$ cat config.mk
export PLATFORM = sky130hd
export DESIGN_NAME = voice_bank
export DESIGN_NICKNAME = d
export VERILOG_FILES = /design/src/rtl/synth_pkg.sv /design/src/rtl/voice_osc.sv /design/src/rtl/voice_bank.sv
export SDC_FILE = /design/constraint.sdc
export NUM_CORES = 2
export LEC_CHECK = 0
export ABC_AREA = 0
export BUFFER_PORTS_ARGS = -buffer_cell sky130_fd_sc_hd__buf_2
export CORE_MARGIN = 2
export CORE_UTILIZATION = 67
export DETAILED_ROUTE_END_ITERATION = 16
export GPL_TIMING_DRIVEN = 1
export PLACE_DENSITY = 0.84
export SLEW_MARGIN = 20
export SYNTH_ARGS = -nofsm -noshare
export SYNTH_HDL_FRONTEND = slang
export SYNTH_HIERARCHICAL = 1
export SYNTH_SLANG_ARGS = --single-unit
$ cat constraint.sdc
create_clock -name clk -period 15.9 [get_ports clk]
set_input_delay 3.18 -clock clk [delete_from_list [all_inputs] [get_ports clk]]
set_output_delay 3.18 -clock clk [all_outputs]
set_load 0.05 [all_outputs]
$ cat src/rtl/synth_pkg.sv
// Shared definitions for the voice bank: defaults, command encoding, the top-octave
// increment table and the note-to-(octave, semitone) split.
package synth_pkg;

    localparam int NVOICES_DEF = 10;
    localparam int CLK_HZ_DEF  = 50_000_000;
    localparam int PHASE_W_DEF = 32;
    localparam int SAMPLE_W    = 24;

    typedef enum logic [1:0] {
        CMD_IDLE   = 2'b00,
        CMD_ON     = 2'b01,
        CMD_OFF    = 2'b10,
        CMD_ALLOFF = 2'b11
    } cmd_e;

    typedef struct packed {
        logic [3:0] oct;
        logic [3:0] semi;
    } note_pos_t;

    // Phase increment for semitone s of octave 10 at a per-voice rate of clk_hz/nv.
    function automatic logic [31:0] calc_inc_top(input int s, input int clk_hz, input int nv);
        real ratio;
        case (s)
            1:       ratio = 1.0594630943592953;
            2:       ratio = 1.1224620483093730;
            3:       ratio = 1.1892071150027210;
            4:       ratio = 1.2599210498948732;
            5:       ratio = 1.3348398541700344;
            6:       ratio = 1.4142135623730951;
            7:       ratio = 1.4983070768766815;
            8:       ratio = 1.5874010519681994;
            9:       ratio = 1.6817928305074290;
            10:      ratio = 1.7817974362806785;
            11:      ratio = 1.8877486253633868;
            default: ratio = 1.0;
        endcase
        return 32'($rtoi(8372.018 * ratio * 4294967296.0 * real'(nv) / real'(clk_hz) + 0.5));
    endfunction

    localparam logic [31:0] INC_TOP [12] = '{
        calc_inc_top(0,  CLK_HZ_DEF, NVOICES_DEF), calc_inc_top(1,  CLK_HZ_DEF, NVOICES_DEF),
        calc_inc_top(2,  CLK_HZ_DEF, NVOICES_DEF), calc_inc_top(3,  CLK_HZ_DEF, NVOICES_DEF),
        calc_inc_top(4,  CLK_HZ_DEF, NVOICES_DEF), calc_inc_top(5,  CLK_HZ_DEF, NVOICES_DEF),
        calc_inc_top(6,  CLK_HZ_DEF, NVOICES_DEF), calc_inc_top(7,  CLK_HZ_DEF, NVOICES_DEF),
        calc_inc_top(8,  CLK_HZ_DEF, NVOICES_DEF), calc_inc_top(9,  CLK_HZ_DEF, NVOICES_DEF),
        calc_inc_top(10, CLK_HZ_DEF, NVOICES_DEF), calc_inc_top(11, CLK_HZ_DEF, NVOICES_DEF)
    };

    // Compare chain instead of a divider: octave = n/12, semitone = n mod 12.
    function automatic note_pos_t note_split(input logic [6:0] n);
        note_pos_t  r;
        logic [6:0] base;
        r.oct = 4'd0;
        base  = 7'd0;
        for (int k = 1; k <= 10; k++) begin
            if (n >= 7'(12 * k)) begin
                r.oct = 4'(k);
                base  = 7'(12 * k);
            end
        end
        r.semi = 4'(n - base);
        return r;
    endfunction

endpackage

$ cat src/rtl/voice_osc.sv
// One sawtooth voice: active flag, note, increment and phase accumulator.
module voice_osc
    import synth_pkg::*;
#(
    parameter int PHASE_W = PHASE_W_DEF
) (
    input  logic                clk,
    input  logic                reset,
    input  logic                i_alloc,
    input  logic                i_retrig,
    input  logic                i_off,
    input  logic                i_step,
    input  logic [6:0]          i_note,
    input  logic [PHASE_W-1:0]  i_inc,
    output logic                o_active,
    output logic [6:0]          o_note,
    output logic [SAMPLE_W-1:0] o_sample
);

    logic               r_active;
    logic [6:0]         r_note;
    logic [PHASE_W-1:0] r_inc;
    logic [PHASE_W-1:0] r_phase;
    logic signed [19:0] w_s20;
    logic               w_unused_lo;

    always_ff @(posedge clk) begin
        if (reset) begin
            r_active <= 1'b0;
            r_note   <= '0;
            r_inc    <= '0;
            r_phase  <= '0;
        end else if (i_alloc) begin
            r_active <= 1'b1;
            r_note   <= i_note;
            r_inc    <= i_inc;
            r_phase  <= '0;
        end else begin
            if (i_off)
                r_active <= 1'b0;
            // A retrigger overrides this cycle's phase step.
            if (i_retrig)
                r_phase <= '0;
            else if (i_step && r_active)
                r_phase <= r_phase + r_inc;
        end
    end

    assign w_s20       = {~r_phase[PHASE_W-1], r_phase[PHASE_W-2 -: 19]};
    assign w_unused_lo = &{1'b0, r_phase[PHASE_W-21:0]};
    assign o_active    = r_active;
    assign o_note      = r_note;
    assign o_sample    = r_active ? {{(SAMPLE_W-20){w_s20[19]}}, w_s20} : '0;

endmodule

$ cat src/rtl/voice_bank.sv
// Polyphonic sawtooth bank: note command decode, voice allocation and a
// time-multiplexed sample stream, one voice slot per enabled cycle.
module voice_bank
    import synth_pkg::*;
#(
    parameter int NVOICES = NVOICES_DEF,
    parameter int CLK_HZ  = CLK_HZ_DEF,
    parameter int PHASE_W = PHASE_W_DEF
) (
    input  logic                       clk,
    input  logic                       reset,
    input  logic                       clk_en,
    input  logic [15:0]                i_data,
    output logic signed [SAMPLE_W-1:0] o_signal
);

    localparam int SLOT_W = (NVOICES > 1) ? $clog2(NVOICES) : 1;

    cmd_e                w_cmd;
    note_pos_t           w_pos;
    logic [6:0]          w_note_in;
    logic [PHASE_W-1:0]  w_inc;
    logic [31:0]         w_inc_tab [12];
    logic [NVOICES-1:0]  w_active, w_match, w_free, w_first;
    logic [NVOICES-1:0]  w_alloc, w_retrig, w_off;
    logic [6:0]          w_notes   [NVOICES];
    logic [SAMPLE_W-1:0] w_samples [NVOICES];
    logic                w_hit;
    logic                w_unused_bits;
    logic [SLOT_W-1:0]   r_slot;

    for (genvar gi = 0; gi < 12; gi++) begin : g_tab
        localparam logic [31:0] INC_G = (CLK_HZ == CLK_HZ_DEF && NVOICES == NVOICES_DEF)
                                      ? INC_TOP[gi] : calc_inc_top(gi, CLK_HZ, NVOICES);
        assign w_inc_tab[gi] = INC_G;
    end

    assign w_cmd         = cmd_e'(i_data[15:14]);
    assign w_note_in     = i_data[6:0];
    assign w_unused_bits = &{1'b0, i_data[13:7]};
    assign w_pos         = note_split(w_note_in);
    assign w_inc         = PHASE_W'(w_inc_tab[w_pos.semi] >> (4'd10 - w_pos.oct));

    // Lowest-index free voice as a one-hot vector.
    assign w_free  = ~w_active;
    assign w_first = w_free & (~w_free + NVOICES'(1));
    assign w_hit   = |w_match;

    for (genvar gi = 0; gi < NVOICES; gi++) begin : g_voice
        assign w_match[gi]  = w_active[gi] && (w_notes[gi] == w_note_in);
        assign w_retrig[gi] = (w_cmd == CMD_ON) && w_match[gi];
        assign w_alloc[gi]  = (w_cmd == CMD_ON) && !w_hit && w_first[gi];
        assign w_off[gi]    = (w_cmd == CMD_ALLOFF) || ((w_cmd == CMD_OFF) && w_match[gi]);

        voice_osc #(.PHASE_W(PHASE_W)) u_osc (
            .clk      (clk),
            .reset    (reset),
            .i_alloc  (w_alloc[gi]),
            .i_retrig (w_retrig[gi]),
            .i_off    (w_off[gi]),
            .i_step   (clk_en && (r_slot == SLOT_W'(gi))),
            .i_note   (w_note_in),
            .i_inc    (w_inc),
            .o_active (w_active[gi]),
            .o_note   (w_notes[gi]),
            .o_sample (w_samples[gi])
        );
    end

    always_ff @(posedge clk) begin
        if (reset) begin
            r_slot   <= '0;
            o_signal <= '0;
        end else if (clk_en) begin
            o_signal <= w_samples[r_slot];
            r_slot   <= (r_slot == SLOT_W'(NVOICES - 1)) ? '0 : r_slot + 1'b1;
        end
    end

endmodule

==> impl_metrics.yaml <==
power_and_ir_drop:
  p_sw_w: 0.001319
  swShare_pct: 28.74
  power_density_nw_per_um2: 86.23
  seqPwrFrac_pct: 41.4
  finalPower_w: 0.004589
  p_leak_nw: 21.33
  p_int_w: 0.003270
  clock_power_share_pct: 44.3
  p_comb_share_pct: 14.3
  peakVddDrop_mv: 0.1165
route:
  vias: 45050
  wl_per_cell_um: 21.20
  drt_wl_total_mm: 147.4
  first_pass_iters: 12
  antenna_left: 0
  route.detailed.drc: 4
  drt_iter0_markers: 4273
  via_per_inst: 6.478
sta:
  skew_ps: 24.45
  fmax_mhz: 95.23
  finalSetupViolations: 0
  max_slew_margin_pct: 11.18
  finalHoldViolations: 0
  finalMaxSlewViolations: 0
  min_period_over_period_pct: 66.04
  finalCriticalPeriod_ps: 10500
  grt_setup_unrepaired: "false"
  hold_slack_ps: 451.8
  fin_tns_setup_ps: 0
  tightest_slew_ps: 1332
critical_path:
  cp.required_ps: 16470
  startpoint_type: "input pin"
  path_delay_family: "simple AND/OR/NAND/NOR gates"
  path_cells: "buf_2 -> nand2b_1 -> a31o_2 -> o21a_1 -> nor2_2 -> inv_1 -> ha_1 -> nor2_1 -> nor4b_1 -> or4_1 -> nor3_1 -> or4_4 -> mux2_4 -> o221a_1 -> nor2_2 -> mux2i_1 -> nor2_1"
  max_stage_delay_ps: 950
  crit_path_top_delay_cell: "or4_1"
  path_max_fanout: 31
  path_buf_inv: 2
  critPathKind: "input pin to flop"
  cp-end-kind: "flop"
  arrival_ps: 11070
floorplan:
  io_pins: 43
  initial_utilization_pct: 67.71
  die_area_um2: 76050
  die_w_um: 275.8
  core_area_um2: 73080
  die_h_um: 275.8
  core.rowCount: 99
cells_and_area:
  layout.nets: 6269
  drive_above_1_share_pct: 7.563
  design_area_um2: 53220
  n_fill_cell: 5493
  syn_to_final_growth_pct: 7.540
  instances_no_fill: 6954
cts:
  numCtsBuffers: 82
  cts_resized: 0
  cts_root_buffer: "clkbuf_16"
  clock_path_buffers: 3
  post_cts_buffers: 0
  ctsHoldBuffers: 0
  cts_max_level: 3
  clk_pin_slew_ps: 60
  cts.sinks: 748
  cts_tree: "built"
  insertion_delay_ps: 650
synth:
  yosys.area.top_type: "dfxtp_1"
  ys_seq_area_share_pct: 30.26
  synth_area_leaders: "dfxtp_1 30%, mux2i_1 8.8%, ha_1 8.0%, a21oi_1 5.5%, nand2_1 5.1%"
  syn_area_um2: 49490
  synthArstFlopShare_pct: 0
  synth_seq_cells: 748
  synth.avg_cell_area_um2: 8.199
  ys.flop_type: "dfxtp_1"
  yosys.cell_count.top_type: "dfxtp_1"
  yosys.area.top_type_share_pct: 30.26
  yosysUniqueCellTypes: 99
  synth_edf_count: 0
  ys_top_cells_by_count: "748 x dfxtp_1, 673 x nand2_1, 617 x nor2_1"
  syn-instance-count: 6036
  yosysWarnings: 6
worst_hold_path:
  hp-class: "flop to flop"
run_status:
  violations: "DRC"
  status: "complete, but fails checks"
place:
  place.detailed.hpwl_mm: 101.7
  placed_area_um2: 50310
  globalplace.congestion: 1.040
  port_buffers: 35
  place_inst: 6797
grt:
  grt_pass1_wl_mm: 229.0
  grt_pass1_vias: 42515
  antenna_found_initial: 14
  grt_max_degree: 103
  overflow: 0
  grtUsageTotal_pct: 37.82
run:
  maxCapViolCount: 0
[cell families (layout without fill, tap and decap cells)]
| kind of cell | Yosys count | in the layout | synth area share (%) |
|---|---|---|---|
| buffers and inverters | 514 | 389 | 4.311 |
| other | 1 | 85 | 0.007578 |
| muxes | 502 | 502 | 11.25 |
| xor gates and xnor gates | 308 | 308 | 5.451 |
| and+or+nand+nor | 2165 | 2165 | 20.56 |
| DFF | 748 | 748 | 30.26 |
| adders and majority gates | 327 | 327 | 8.419 |
| AOI/OAI and AO/OA | 1471 | 1471 | 19.74 |
[sequential cells by signal, indices dropped and copies added, names as in the netlist]
signal	cells
o_signal	24
g_voice.u_osc/o_active	10
g_voice.u_osc/o_note	70
g_voice.u_osc/r_phase	320
r_slot	4
g_voice.u_osc/r_inc	320
[path summary, 6_finish.rpt]
path / from / to / slack [ps] / cells after the start
hold / removal: g_voice[2].u_osc/r_phase[6]$_SDFFE_PP0P_ / g_voice[2].u_osc/r_phase[6]$_SDFFE_PP0P_ / 450 / 2
setup / recovery: i_data[4] / g_voice[2].u_osc/r_inc[16]$_SDFFE_PP0P_ / 5400 / 17
setup reg to reg: g_voice[7].u_osc/o_active$_SDFFE_PP0P_ / g_voice[9].u_osc/r_phase[12]$_SDFFE_PP0P_ / 11090 / 12
hold reg to reg: g_voice[2].u_osc/r_phase[6]$_SDFFE_PP0P_ / g_voice[2].u_osc/r_phase[6]$_SDFFE_PP0P_ / 450 / 2
[through the flow]
| stage | worst slack, ps | utilization, % |
|---|---|---|
| 2_1_floorplan | 7991 | - |
| 4_1_cts | 5678 | 72.77 |
| 5_1_grt | 5005 | 72.81 |
| 6_report | 5399 | 72.82 |
| 3_3_place_gp | 5234 | 68.82 |
| 3_5_place_dp | 5026 | 68.84 |
[cell type report]
class | instances | area, µm² | area share, %
tap | 959 | 1200 | 2.255
antenna | 5 | 12.51 | 0.02351
multi-input combinational | 4853 | 32880 | 61.79
sequential | 748 | 14980 | 28.15
clock inverter | 40 | 555.5 | 1.044
timing repair buffer | 120 | 834.6 | 1.568
inverter | 118 | 442.9 | 0.8323
clock buffer | 111 | 2312 | 4.345
[routing by layer]
metal | routed length (µm) | track usage [%] | up-vias
met4 | 11160 | 25.27 | 12
met1 | 58940 | 47.13 | 21352
met2 | 64320 | 59.72 | 1903
met5 | 81 | 0 | -
met3 | 12900 | 7.073 | 537
li1 | - | - | 21246
[cell usage in the layout, fill, tap and decap left out, drive strengths merged, types with 20 or more instances in the layout]
cell    instances
a211oi         58
a21o          166
a21oi         555
a221oi         24
a22oi          32
a31oi          50
and2          223
and3           35
buf           120
clkbuf        111
conb           80
dfxtp         748
ha            317
inv           123
mux2           25
mux2i         437
mux4           40
nand2         673
nand2b         36
nand3         123
nand3b         21
nand4          93
nor2          621
nor2b          45
nor3          141
nor4           27
o211a          20
o211ai         29
o21a           49
o21ai         218
o21bai         47
o311ai         20
o31ai          31
or3            55
xnor2         210
xor2           98
[worst reg2reg max path: stages (launching register included)]
cell and delay [ps]:
dfxtp_1 1020, nand4_1 280, nor2_1 300, nor4_1 110, nand3_1 220, nor2_1 90, and4_1 250, nand3_1 360
nor4b_2 110, buf_4 390, nor3_1 690, nand2_1 560, o21ai_0 330
[power by group through the flow]
stage	registers, W	logic (W)	clock network, W
final	0.00190	0.000655	0.00203
after global routing	0.00190	0.000661	0.00212
after CTS	0.00190	0.000624	0.00205
after detailed placement	0.00194	0.000621	0
after global placement	0.00194	0.000615	0
after floorplan	0.00195	0.000305	0
No activity file was read; power rests on OpenSTA's default activity.
